<file path="src/rtl/xadc_drp_multichannel_sampler.sv">
// ---------------------------------------------------------------------------
// xadc_drp_multichannel_sampler
//
// Purpose:
//   On every XADC end-of-sequence pulse, reads NUM_CHANNELS DRP result
//   registers one after another. Results are averaged over 2^AVG_LOG2
//   sequences, and each average is emitted as one packed AXI-Stream beat
//   for the downstream COBS packetizer. Single clock domain (xadc_dclk).
//
// Optional feature (macro XADC_SEQ_TAG_EN):
//   When defined, sample_tdata is 8 bits wider. The top byte carries a
//   counter of emitted (loaded) results. It starts at 0, increments per
//   loaded beat and wraps 255->0. Dropped results do not advance it.
//
// Ports:
//   xadc_dclk       in   clock
//   xadc_reset_n    in   asynchronous active-low reset
//   xadc_eos        in   end-of-sequence pulse (ignored unless idle)
//   xadc_daddr      out  DRP address, held until the next request
//   xadc_den        out  DRP enable, one-cycle pulse per read
//   xadc_drdy       in   DRP read data valid
//   xadc_do         in   DRP read data
//   sample_tdata    out  packed averages, channel 0 in the LSBs (+tag byte)
//   sample_tvalid   out  AXIS valid
//   sample_tready   in   AXIS ready
//   overflow_count  out  saturating count of results dropped while full
//   drp_timeout     out  one-cycle pulse when a DRP read gets no drdy
// ---------------------------------------------------------------------------
module xadc_drp_multichannel_sampler #(
  parameter int                          NUM_CHANNELS  = 2,
  parameter logic [NUM_CHANNELS*7-1:0]   CHANNEL_ADDRS = {7'h1C, 7'h14},
  parameter int                          AVG_LOG2      = 0,
  parameter int                          DRP_TIMEOUT   = 255
) (
  input  logic                           xadc_dclk,
  input  logic                           xadc_reset_n,
  input  logic                           xadc_eos,
  output logic [6:0]                     xadc_daddr,
  output logic                           xadc_den,
  input  logic                           xadc_drdy,
  input  logic [15:0]                    xadc_do,
`ifdef XADC_SEQ_TAG_EN
  output logic [NUM_CHANNELS*16+7:0]     sample_tdata,
`else
  output logic [NUM_CHANNELS*16-1:0]     sample_tdata,
`endif
  output logic                           sample_tvalid,
  input  logic                           sample_tready,
  output logic [15:0]                    overflow_count,
  output logic                           drp_timeout
);

  localparam int ACC_W = 16 + AVG_LOG2;
  localparam int IDX_W = (NUM_CHANNELS > 1) ? $clog2(NUM_CHANNELS) : 1;
  localparam int SEQ_W = (AVG_LOG2 > 0) ? AVG_LOG2 : 1;
  localparam int TMO_W = $clog2(DRP_TIMEOUT + 1);
  localparam int RES_W = NUM_CHANNELS * 16;
`ifdef XADC_SEQ_TAG_EN
  localparam int TD_W  = RES_W + 8;
`else
  localparam int TD_W  = RES_W;
`endif

  localparam logic [IDX_W-1:0] IDX_LAST = IDX_W'(NUM_CHANNELS - 1);
  localparam logic [SEQ_W-1:0] SEQ_LAST = SEQ_W'((1 << AVG_LOG2) - 1);
  localparam logic [TMO_W-1:0] TMO_LAST = TMO_W'(DRP_TIMEOUT - 1);

  typedef enum logic [2:0] {
    S_IDLE,
    S_REQ,
    S_WAIT,
    S_ACC,
    S_EMIT
  } state_t;

  state_t             state_q, state_d;
  logic [IDX_W-1:0]   idx_q, idx_d;
  logic [6:0]         daddr_q, daddr_d;
  logic               den_q, den_d;
  logic [TMO_W-1:0]   tmo_cnt_q, tmo_cnt_d;
  logic               drp_timeout_q, drp_timeout_d;
  logic [SEQ_W-1:0]   seq_cnt_q, seq_cnt_d;
  logic               tvalid_q, tvalid_d;
  logic [TD_W-1:0]    tdata_q, tdata_d;
  logic [15:0]        ovf_q, ovf_d;
`ifdef XADC_SEQ_TAG_EN
  logic [7:0]         tag_q, tag_d;
`endif

  // Per-channel datapath controls.
  logic               capture;
  logic               commit;
  logic               clear;
  logic [RES_W-1:0]   result_vec;

  function automatic logic [6:0] chan_addr(input logic [IDX_W-1:0] i);
    return CHANNEL_ADDRS[int'(i)*7 +: 7];
  endfunction

  // Each channel's reading for the current sequence is parked in cur_q and
  // only folded into acc_q once the whole sequence has completed. A DRP
  // timeout therefore leaves acc_q at its pre-sequence sums automatically.
  for (genvar gi = 0; gi < NUM_CHANNELS; gi++) begin : g_ch
    logic [15:0]      cur_q, cur_d;
    logic [ACC_W-1:0] acc_q, acc_d;

    always_comb begin
      cur_d = cur_q;
      if (capture && (idx_q == IDX_W'(gi))) begin
        cur_d = xadc_do;
      end
      acc_d = acc_q;
      if (commit) begin
        acc_d = acc_q + ACC_W'(cur_q);
      end else if (clear) begin
        acc_d = '0;
      end
    end

    always_ff @(posedge xadc_dclk or negedge xadc_reset_n) begin
      if (!xadc_reset_n) begin
        cur_q <= '0;
        acc_q <= '0;
      end else begin
        cur_q <= cur_d;
        acc_q <= acc_d;
      end
    end

    assign result_vec[gi*16 +: 16] = 16'(acc_q >> AVG_LOG2);
  end

  assign commit = (state_q == S_ACC);
  assign clear  = (state_q == S_EMIT);

  always_comb begin
    state_d       = state_q;
    idx_d         = idx_q;
    daddr_d       = daddr_q;
    den_d         = 1'b0;
    tmo_cnt_d     = tmo_cnt_q;
    drp_timeout_d = 1'b0;
    seq_cnt_d     = seq_cnt_q;
    tdata_d       = tdata_q;
    ovf_d         = ovf_q;
    capture       = 1'b0;
    // Output register drains on a handshake unless reloaded below.
    tvalid_d      = tvalid_q && !sample_tready;
`ifdef XADC_SEQ_TAG_EN
    tag_d         = tag_q;
`endif

    case (state_q)
      S_IDLE: begin
        if (xadc_eos) begin
          idx_d   = '0;
          daddr_d = chan_addr('0);
          den_d   = 1'b1;
          state_d = S_REQ;
        end
      end
      // den/daddr are registered, so they were set on entry to REQ.
      S_REQ: begin
        tmo_cnt_d = '0;
        state_d   = S_WAIT;
      end
      S_WAIT: begin
        if (xadc_drdy) begin
          capture = 1'b1;
          if (idx_q == IDX_LAST) begin
            state_d = S_ACC;
          end else begin
            idx_d   = idx_q + 1'b1;
            daddr_d = chan_addr(idx_q + 1'b1);
            den_d   = 1'b1;
            state_d = S_REQ;
          end
        end else if (tmo_cnt_q == TMO_LAST) begin
          drp_timeout_d = 1'b1;
          state_d       = S_IDLE;
        end else begin
          tmo_cnt_d = tmo_cnt_q + 1'b1;
        end
      end
      S_ACC: begin
        if (seq_cnt_q == SEQ_LAST) begin
          seq_cnt_d = '0;
          state_d   = S_EMIT;
        end else begin
          seq_cnt_d = seq_cnt_q + 1'b1;
          state_d   = S_IDLE;
        end
      end
      S_EMIT: begin
        if (!tvalid_q || sample_tready) begin
          tvalid_d = 1'b1;
`ifdef XADC_SEQ_TAG_EN
          tdata_d  = {tag_q, result_vec};
          tag_d    = tag_q + 8'd1;
`else
          tdata_d  = result_vec;
`endif
        end else if (ovf_q != 16'hFFFF) begin
          ovf_d = ovf_q + 16'd1;
        end
        state_d = S_IDLE;
      end
      default: begin
        state_d = S_IDLE;
      end
    endcase
  end

  always_ff @(posedge xadc_dclk or negedge xadc_reset_n) begin
    if (!xadc_reset_n) begin
      state_q       <= S_IDLE;
      idx_q         <= '0;
      daddr_q       <= '0;
      den_q         <= 1'b0;
      tmo_cnt_q     <= '0;
      drp_timeout_q <= 1'b0;
      seq_cnt_q     <= '0;
      tvalid_q      <= 1'b0;
      tdata_q       <= '0;
      ovf_q         <= '0;
`ifdef XADC_SEQ_TAG_EN
      tag_q         <= '0;
`endif
    end else begin
      state_q       <= state_d;
      idx_q         <= idx_d;
      daddr_q       <= daddr_d;
      den_q         <= den_d;
      tmo_cnt_q     <= tmo_cnt_d;
      drp_timeout_q <= drp_timeout_d;
      seq_cnt_q     <= seq_cnt_d;
      tvalid_q      <= tvalid_d;
      tdata_q       <= tdata_d;
      ovf_q         <= ovf_d;
`ifdef XADC_SEQ_TAG_EN
      tag_q         <= tag_d;
`endif
    end
  end

  assign xadc_daddr     = daddr_q;
  assign xadc_den       = den_q;
  assign sample_tdata   = tdata_q;
  assign sample_tvalid  = tvalid_q;
  assign overflow_count = ovf_q;
  assign drp_timeout    = drp_timeout_q;

endmodule

</file>
<file path="config.mk">
export PLATFORM = sky130hd
export DESIGN_NAME = xadc_drp_multichannel_sampler
export DESIGN_NICKNAME = d
export VERILOG_FILES = /design/src/rtl/xadc_drp_multichannel_sampler.sv
export SDC_FILE = /design/constraint.sdc
export NUM_CORES = 1
export LEC_CHECK = 0
export ABC_CLOCK_PERIOD_IN_PS = 2300
export CAP_MARGIN = 20
export CORE_MARGIN = 5
export CORE_UTILIZATION = 30
export CTS_CLUSTER_SIZE = 8
export DETAILED_ROUTE_END_ITERATION = 16
export PLACE_DENSITY = 0.56
export SETUP_SLACK_MARGIN = 0.05
export SLEW_MARGIN = 10
export SYNTH_ARGS = -nofsm -noshare
export SYNTH_HDL_FRONTEND = slang
export SYNTH_SLANG_ARGS = --single-unit
</file>
<file path="constraint.sdc">
create_clock -name xadc_dclk -period 2.3 [get_ports xadc_dclk]
set_input_delay 0.575 -clock xadc_dclk [delete_from_list [all_inputs] [get_ports xadc_dclk]]
set_output_delay 0.575 -clock xadc_dclk [all_outputs]
set_load 0.01 [all_outputs]
</file>
Word level (Yosys, flattened, before mapping)
Cells that the tools add are included.
Storage, ports and cells
  register bits: 135
  input port bits: 21
Operators by class
  reduce and logical (&&, ||, !) cells: 16
  multipliers: 1
  mux-type cells: 32
  equal/unequal tests: 12
  bitwise logic cells: 2
  add/sub/neg operators: 6
  shift-type cells: 1
Operators with widths (number)
  two-way mux 16 bit: 3
  adder 16 bit: 2
  two-way mux 7 bit: 3
  adder 16 x 1 -> 16 bit, second input constant: 1
  two-way mux 8 bit: 2
  != test 16 bit, second input constant: 1
  one-hot mux 8 bit (2 select lines): 1
  two-way mux 1 bit: 14
  one-hot mux 7 bit (2 select lines): 1
  indexed part select 14 x 5 -> 7 bit, first input constant: 1
  two-way mux 3 bit: 4
  one-hot mux 3 bit (4 select lines): 1
  != test 2 bit, second input constant: 5
  AND reduction 3 bit: 3
  adder 8 x 1 -> 8 bit, second input constant: 1
  equality test 8 bit, second input constant: 1
  equality test 3 x 2 -> 1 bit, second input constant: 2
  nonzero test 2 bit: 3
  multiplier 1 x 3 -> 4 bit, second input constant: 1
  one-hot mux 1 bit (2 select lines): 2
  AND reduction 2 bit: 2
  AND reduction 4 bit: 1
  equality test 3 x 1 -> 1 bit, second input constant: 1
  equality test 3 bit, second input constant: 1
  8 further kinds: 13

Depth between registers and ports, before layout
Gate-level depths: netlist of the first run.
  depth in word-level cells: 6
  depth in mapped cells: 10

Worst setup path after synthesis of the first run
OpenSTA, ideal clock, no wires.
  kind: reg-to-reg
  start point: reg g_ch[1].acc_q[0]
  end point: reg g_ch[1].acc_q[10]
  data arrival time: 1975 ps
  required time: 2178 ps
  setup time: 122 ps
  stages on the path, launching flop included: 11
  path slack: 203 ps
  cells stage by stage: dfrtp_1 -> ha_1 -> inv_1 -> fa_1 -> nor2b_1 -> o31ai_2 -> a21oi_1 -> o21ai_2 -> a21oi_1 -> or3_1 -> a32o_1
Between the ends
  longest elaborated chain between the ends: 2
RTL lines
  from (decl): RTL line 105  | logic [ACC_W-1:0] acc_q, acc_d;
  from (signal assigned): RTL line 123  | acc_q <= '0;
  from (signal assigned): RTL line 126  | acc_q <= acc_d;
  adder 16 bit: RTL line 114  | acc_d = acc_q + ACC_W'(cur_q);
  two-way mux 16 bit: RTL line 113  | if (commit) begin
Every way passes these cells.
A chain may end at the register's enable or synchronous reset.

Worst setup path in the final report of the first run
  start point: reg g_ch[0].acc_q[0]
  end point: reg g_ch[0].acc_q[12]
Between the ends
  longest elaborated chain between the ends: 2
RTL lines (RTL line)
  from (decl): 105
  from (signal assigned): 123
  from (signal assigned): 126
  adder 16 bit: 114
  two-way mux 16 bit: 113
Every way passes these cells.

==> impl_metrics.env, run 1 <==
export IMPL_status="complete, no violations"
export IMPL_fin_util=0.397
export IMPL_gp_congestion=0.867
export IMPL_fp_row_count=53
export IMPL_synth_cells=568
export IMPL_drt_first_pass_iters=4
export IMPL_final_cell_area_mm2=0.00834
export IMPL_synth_edf_count=0
export IMPL_vdd_ir_drop_worst_uv=485
export IMPL_die_w_um=156
export IMPL_power_leakage_nw=3.75
export IMPL_totalWireLength_mm=15.1
export IMPL_place_area_mm2=0.00756
export IMPL_hpwlAfterDp_mm=10.7
export IMPL_finalHoldViolations=0
export IMPL_area_growth_pct=30.3
export IMPL_initial_utilization=0.305
export IMPL_maxCapViolCount=0
export IMPL_fin_cells=955
export IMPL_nNetsFinal=722
export IMPL_drtIter0Drc=212
export IMPL_wl_per_cell_um=15.8
export IMPL_cp_max_fo=3
export IMPL_vias_per_cell=4.77
export IMPL_grt_overflow=0
export IMPL_dr_total_vias=4555
export IMPL_arrival_ps=2510
export IMPL_clock_sinks=129
export IMPL_cts_buffer_depth=2
export IMPL_finalCritPeriodShare=0.964
export IMPL_htree_levels=4
export IMPL_synth_ff_type="dfrtp_1"
export IMPL_critPathKind="reg2reg"
export IMPL_path_clk_slew_ps=50
export IMPL_setup_worst_path_end_class="flop"
export IMPL_synth_seq_cells=129
export IMPL_synth_warnings=0
export IMPL_mostFrequentLayoutCells="dfrtp_1 (129), clkdlybuf4s50_1 (73), mux2_2 (62)"
export IMPL_power_density_mw_per_mm2=1290
export IMPL_antenna_found_initial=1
export IMPL_syn_cell_area_mm2=0.00640
export IMPL_tritoncts="yes"
export IMPL_die_h_um=156
export IMPL_io_pins=79
export IMPL_synth_async_reset_ratio=1.00
export IMPL_rsz0062_at_grt="yes"
export IMPL_grt_pass1_wl_mm=24.8
export IMPL_drv_slew=0
export IMPL_dpl_cell_count=915
export IMPL_yosysSeqAreaShare=0.504
export IMPL_synth_cell_types=56
export IMPL_grtUsageTotal=0.127
export IMPL_coreArea_mm2=0.0210
export IMPL_setup_viol=0
export IMPL_period_minus_slack_ps=2220
export IMPL_clk_latency_ps=410
export IMPL_grt_pass1_vias=4882
export IMPL_holdWs_ps=62.5
export IMPL_dieArea_mm2=0.0244
export IMPL_layout_commonest_cell="dfrtp_1"
export IMPL_cts_buffers=17
export IMPL_grt_start_max_net_pins=68
export IMPL_syn_avg_cell_area_um2=11.3
export IMPL_final_layout_size_suffix_gt1_frac=0.222
export IMPL_startpoint_type="flop"
export IMPL_hp_class="in2async"
export IMPL_ant_nets=0
export IMPL_drc=0
export IMPL_fmax_ghz=0.451
export IMPL_portBuffers=74
export IMPL_cts_root_buf="clkbuf_16"
export IMPL_crit_required_ps=2600
export IMPL_fin_skew_ps=7.57
-- worst max-delay path, cell delays in order, from the launching register on --
cell and delay (ps):
dfrtp_1 400, ha_2 200, inv_1 80, fa_2 230
nor2b_2 50, o21ai_2 150, a21oi_2 100, o41a_1 420
a211oi_2 220, xor2_1 170, o21ai_1 70
-- kinds of logic (layout without fill, tap and decap cells) --
kind of cell,after synthesis,after routing,share of synthesized area
compound gates,114,114,0.111
xor+xnor,43,43,0.0588
fa+ha+maj,35,35,0.0707
buf+inv,35,143,0.0273
flops,129,129,0.504
mux,64,64,0.112
other cells,1,5,0.000585
simple gates,147,147,0.115
-- what timing repair did --
action,in CTS,in global routing
cloned,0,0
gates resized for setup,8,15
hold buffers,0,0
setup buffers,2,5
endpoints found under the setup margin,6,7
pin swaps,3,16
endpoints found under the hold margin,0,0
-- metal layers --
metal	track usage	vias to the layer above	wire length, µm
met5	0	-	0
met4	0.0438	0	265
met3	0.0377	15	624
met2	0.211	66	7330
met1	0.157	2265	6840
li1	-	2209	-
-- synth_stat cells (all sizes together) (6+ instances only) --
cell      n  area (µm²)
ha       33         413
o21ai    46         234
a21oi    27         139
nand2    58         218
dfrtp   129        3230
nand4     9        56.3
inv      12        45.0
nand3    11        55.1
a31oi     6        37.5
nand2b    9        56.3
mux2     62         698
nor2     28         108
xnor2    19         166
and3      9        70.1
xor2     24         210
buf      18         111
a21o      8        60.1
-- registers in the layout (all words and copies together) (netlist names) --
| register | flops |
|---|---|
| state_q | 3 |
| overflow_count | 16 |
| g_ch.cur_q | 32 |
| sample_tdata | 32 |
| sample_tvalid | 1 |
| tmo_cnt_q | 8 |
| drp_timeout | 1 |
| xadc_daddr | 2 |
| idx_q | 1 |
| xadc_den | 1 |
| g_ch.acc_q | 32 |
-- stage by stage --
step,power (mW),setup TNS (ps),worst slack [ps]
CTS,10.7,0,67.2
global route,11.6,-52.2,-25.3
global placement,7.56,0,46.1
floorplan,6.31,0,203
finish,10.8,0,82.5
detailed placement,7.72,-145,-56.7
-- path summary, 6_finish.rpt --
check	depth (start not counted)	startpoint	to	slack, ps
worst max-delay path	10	g_ch[0].acc_q[0]	g_ch[0].acc_q[12]	80
worst min register to register	1	xadc_daddr[3]	xadc_daddr[3]	480
min in group xadc_dclk	1	xadc_daddr[3]	xadc_daddr[3]	480
worst min-delay path	1	xadc_reset_n	sample_tdata[9]	60
max in group asynchronous	2	xadc_reset_n	g_ch[1].acc_q[10]	1580
worst max register to register	10	g_ch[0].acc_q[0]	g_ch[0].acc_q[12]	80
-- power breakdown --
part           internal [mW]  switching [mW]  leakage, nW  total (mW)
Combinational           2.17            2.19         1.75        4.36
Sequential              3.00           0.577         1.69        3.58
Clock                   1.86           0.969        0.303        2.83
Total                   7.03            3.74         3.75        10.8
-- layout make-up --
class / count / area [µm²]
Multi-Input combinational cell: 407 / 3120
Tap cell: 275 / 344
Sequential cell: 129 / 3230
Inverter: 13 / 48.8
Clock buffer: 21 / 460
Fill cell: 1969 / 12700
Antenna cell: 1 / 2.50
Timing Repair Buffer: 98 / 981
Clock inverter: 11 / 160
Note: power is estimated with default switching activity, not from simulation.
==> run 2: changes to the inputs <==
--- a/config.mk
+++ b/config.mk
@@ -11,6 +11,7 @@
 export CORE_UTILIZATION = 30
 export CTS_CLUSTER_SIZE = 8
 export DETAILED_ROUTE_END_ITERATION = 16
+export MAX_ROUTING_LAYER = met4
 export PLACE_DENSITY = 0.56
 export SETUP_SLACK_MARGIN = 0.05
 export SLEW_MARGIN = 10
==> impl_metrics.env, run 2 (synthesized netlist as in run 1, its figures left out) <==
export IMPL_status="complete, no violations"
export IMPL_portBuffers=74
export IMPL_grt_start_max_net_pins=68
export IMPL_holdWs_ps=62.7
export IMPL_arrival_ps=2510
export IMPL_area_growth_pct=30.3
export IMPL_fin_skew_ps=7.84
export IMPL_rsz0062_at_grt="yes"
export IMPL_cp_max_fo=3
export IMPL_drtIter0Drc=198
export IMPL_dpl_cell_count=915
export IMPL_critPathKind="reg2reg"
export IMPL_drt_first_pass_iters=5
export IMPL_power_density_mw_per_mm2=1290
export IMPL_finalCritPeriodShare=0.963
export IMPL_crit_required_ps=2590
export IMPL_hp_class="in2async"
export IMPL_cts_buffers=17
export IMPL_setup_slack_ps=84.0
export IMPL_path_delay_family="compound AO/OA/AOI/OAI gates"
export IMPL_final_cell_area_mm2=0.00834
export IMPL_grt_pass1_vias=4878
export IMPL_fmax_ghz=0.451
export IMPL_finalPower_mw=10.8
export IMPL_clk_latency_ps=410
export IMPL_setup_viol=0
export IMPL_drc=0
export IMPL_ant_nets=0
export IMPL_initial_utilization=0.305
export IMPL_max_stage_delay_ps=420
export IMPL_fp_row_count=53
export IMPL_setup_worst_path_end_class="flop"
export IMPL_drv_slew=0
export IMPL_mostFrequentLayoutCells="dfrtp_1 (129), clkdlybuf4s50_1 (73), mux2_2 (62)"
export IMPL_vias_per_cell=4.78
export IMPL_wl_per_cell_um=15.8
export IMPL_vdd_ir_drop_worst_uv=485
export IMPL_crit_chain="ha_2 > inv_1 > fa_2 > nor2b_2 > o21ai_2 > a21oi_2 > o41a_1 > a211oi_2 > xor2_1 > o21ai_1"
export IMPL_maxCapViolCount=0
export IMPL_path_clk_slew_ps=50
export IMPL_startpoint_type="flop"
export IMPL_cts_buffer_depth=2
export IMPL_tritoncts="yes"
export IMPL_finalHoldViolations=0
export IMPL_htree_levels=4
export IMPL_power_leakage_nw=3.75
export IMPL_dpl_worst_slack_ps=-56.7
export IMPL_place_area_mm2=0.00756
export IMPL_holdBufCountCts=0
export IMPL_coreArea_mm2=0.0210
export IMPL_hpwlAfterDp_mm=10.7
export IMPL_cts_root_buf="clkbuf_16"
export IMPL_cp_num_buf_inv=1
export IMPL_grt_pass1_wl_mm=24.8
export IMPL_clock_sinks=129
export IMPL_die_w_um=156
export IMPL_period_minus_slack_ps=2220
export IMPL_die_h_um=156
export IMPL_nNetsFinal=722
export IMPL_rrSetupSlack_ps=80
export IMPL_fin_cells=955
export IMPL_grt_overflow=0
export IMPL_dieArea_mm2=0.0244
export IMPL_layout_commonest_cell="dfrtp_1"
export IMPL_cp_slowest_cell="o41a_1"
export IMPL_totalWireLength_mm=15.1
export IMPL_gp_congestion=0.883
export IMPL_grtUsageTotal=0.131
export IMPL_io_pins=79
export IMPL_final_layout_size_suffix_gt1_frac=0.222
export IMPL_dr_total_vias=4562
export IMPL_antenna_found_initial=1
[run 2: cell counts in the layout (fill, tap and decap cells not counted)]
Identical to the previous run, type by type.
[run 2: what timing repair did]
action	4_1_cts	5_1_grt
setup buffers	2	5
cloned	0	0
pin swaps	3	16
setup endpoints to repair	6	7
resized for setup	8	15
[run 2: worst paths after layout]
kind	from	endpoint	depth (start not counted)
worst max-delay path	g_ch[0].acc_q[0]	g_ch[0].acc_q[12]	10
worst min-delay path	xadc_reset_n	sample_tdata[9]	1
worst max register to register	g_ch[0].acc_q[0]	g_ch[0].acc_q[12]	10
worst min register to register	xadc_daddr[3]	xadc_daddr[3]	1
max in group asynchronous	xadc_reset_n	g_ch[1].acc_q[10]	2
min in group xadc_dclk	xadc_daddr[3]	xadc_daddr[3]	1
[run 2: stage by stage]
step                TNS (ps)   util
CTS                        0  0.391
floorplan                  0      -
global route           -52.2  0.397
detailed placement      -145  0.360
global placement           0  0.360
finish                     0  0.397
[run 2: power breakdown]
group / total [mW] / switching [mW] / leakage (nW) / internal, mW
clock network: 2.83 / 0.968 / 0.303 / 1.86
registers: 3.58 / 0.577 / 1.69 / 3.00
logic: 4.36 / 2.19 / 1.75 / 2.17
[run 2: cell type report]
class / count / area (µm²)
fill: 1969 / 12700
clock buffer: 21 / 460
timing repair buffer: 98 / 981
multi-input combinational: 407 / 3120
tap: 275 / 344
clock inverter: 11 / 160
sequential: 129 / 3230
inverter: 13 / 48.8
antenna: 1 / 2.50
[run 2: layer usage]
metal	share of wire	vias to the layer above	global-route usage
li1	-	2212	-
met1	0.46	2262	0.159
met2	0.49	70	0.212
met3	0.035	18	0.0347
met4	0.018	0	0.0438
met5	0	-	-
==> run 3: changes to the inputs <==
--- a/config.mk
+++ b/config.mk
@@ -12,8 +12,8 @@
 export CTS_CLUSTER_SIZE = 8
 export DETAILED_ROUTE_END_ITERATION = 16
 export MAX_ROUTING_LAYER = met4
-export PLACE_DENSITY = 0.56
 export SETUP_SLACK_MARGIN = 0.05
+export SKIP_LAST_GASP = 1
 export SLEW_MARGIN = 10
 export SYNTH_ARGS = -nofsm -noshare
 export SYNTH_HDL_FRONTEND = slang
==> impl_metrics.env, run 3 (synthesized netlist as in run 1, its figures left out) <==
export IMPL_power_leakage_nw=3.79
export IMPL_drtIter0Drc=244
export IMPL_drt_first_pass_iters=4
export IMPL_crit_chain="ha_2 > inv_1 > fa_2 > nor2b_4 > o31ai_4 > a21oi_2 > nand4_1 > a31oi_1 > mux2i_1 > nand2_1"
export IMPL_dr_total_vias=4504
export IMPL_gp_congestion=0.851
export IMPL_fin_util=0.398
export IMPL_cp_slowest_cell="fa_2"
export IMPL_tritoncts="yes"
export IMPL_vdd_ir_drop_worst_uv=418
export IMPL_grt_pass1_vias=4643
export IMPL_power_density_mw_per_mm2=1290
export IMPL_portBuffers=74
export IMPL_coreArea_mm2=0.0210
export IMPL_antennaDiodeCount=0
export IMPL_seq_area_mm2=0.00323
export IMPL_multiInputGateArea_mm2=0.00308
export IMPL_antenna_found_initial=0
export IMPL_cts_buffers=17
export IMPL_rsz0062_at_grt="yes"
export IMPL_mostFrequentLayoutCells="dfrtp_1 (129), clkdlybuf4s50_1 (73), mux2_2 (62)"
export IMPL_path_delay_family="adder cells"
export IMPL_drc=0
export IMPL_setup_worst_path_end_class="flop"
export IMPL_cts_buffer_depth=2
export IMPL_fillCellCount=2007
export IMPL_cp_max_fo=3
export IMPL_setup_tns_ps=0
export IMPL_cts_root_buf="clkbuf_16"
export IMPL_holdWs_ps=93.8
export IMPL_ant_nets=0
export IMPL_nNetsFinal=729
export IMPL_maxCapViolCount=0
export IMPL_startpoint_type="flop"
export IMPL_drv_slew=0
export IMPL_vias_per_cell=4.69
export IMPL_fin_skew_ps=8.24
export IMPL_critPathKind="reg2reg"
export IMPL_grt_overflow=0
export IMPL_fp_row_count=53
export IMPL_crit_required_ps=2600
export IMPL_finalCritPeriodShare=0.963
export IMPL_place_area_mm2=0.00760
export IMPL_path_clk_slew_ps=60
export IMPL_area_growth_pct=30.5
export IMPL_clock_sinks=129
export IMPL_finalHoldViolations=0
export IMPL_dieArea_mm2=0.0244
export IMPL_fin_cells=961
export IMPL_hpwlAfterDp_mm=10.4
export IMPL_final_cell_area_mm2=0.00836
export IMPL_setup_viol=0
export IMPL_totalWireLength_mm=14.4
export IMPL_period_minus_slack_ps=2210
export IMPL_die_w_um=156
export IMPL_initial_utilization=0.305
export IMPL_clk_latency_ps=420
export IMPL_hp_class="in2async"
export IMPL_cp_num_buf_inv=1
export IMPL_max_stage_delay_ps=410
export IMPL_grtUsageTotal=0.127
export IMPL_grt_start_max_net_pins=46
export IMPL_status="complete, no violations"
export IMPL_grt_pass1_wl_mm=23.9
export IMPL_wl_per_cell_um=15.0
export IMPL_dpl_cell_count=921
export IMPL_die_h_um=156
export IMPL_layout_commonest_cell="dfrtp_1"
export IMPL_io_pins=79
export IMPL_holdBufCountCts=0
export IMPL_arrival_ps=2510
export IMPL_final_layout_size_suffix_gt1_frac=0.226
export IMPL_fmax_ghz=0.452
export IMPL_htree_levels=4
run 3: changes by cell type in the layout (fill, tap and decap cells not counted), sizes merged:
cell,delta
diode,-1
clkbuf,+1
clkinv,-1
buf,+7
run 3: power by group:
part	internal [mW]	switching, mW	leakage (nW)
registers	3.00	0.547	1.69
clock network	1.92	0.979	0.312
logic	2.17	2.14	1.78
run 3: final timing paths:
check                                      start           endpoint  slack (ps)  depth (start not counted)
worst max-delay path            g_ch[1].acc_q[0]  g_ch[1].acc_q[14]          90                         10
worst min-delay path                xadc_reset_n   sample_tdata[11]          90                          1
worst max register to register  g_ch[1].acc_q[0]  g_ch[1].acc_q[14]          90                         10
worst min register to register     xadc_daddr[3]      xadc_daddr[3]         480                          1
max in group asynchronous           xadc_reset_n   g_ch[1].acc_q[2]        1570                          2
min in group xadc_dclk             xadc_daddr[3]      xadc_daddr[3]         480                          1
run 3: layout make-up:
class | instances | area share
flip-flops and latches | 129 | 0.386
multi-input cells | 407 | 0.368
repair buffers | 105 | 0.122
clock buffers | 22 | 0.0579
well taps | 275 | 0.0412
clock inverters | 10 | 0.0186
inverters | 13 | 0.00584
run 3: repair_timing:
item | in CTS | in global routing
buffers inserted | 1 | 7
endpoints found under the setup margin | 5 | 10
gates cloned | 0 | 0
pin swaps | 1 | 11
resized for setup | 2 | 14
run 3: per-layer routing:
metal / vias to the layer above / track usage / routed length (µm)
met5: - / - / 0
met4: 0 / 0.0500 / 276
met3: 23 / 0.0277 / 490
met2: 76 / 0.196 / 6800
met1: 2181 / 0.164 / 6870
li1: 2224 / - / -
run 3: stage by stage:
stage | setup slack [ps] | total power [mW]
3_5_place_dp | -1.52 | 7.74
6_report | 85.6 | 10.8
5_1_grt | -19.9 | 11.6
2_1_floorplan | 203 | 6.31
4_1_cts | 55.0 | 10.7
3_3_place_gp | 38.8 | 7.67
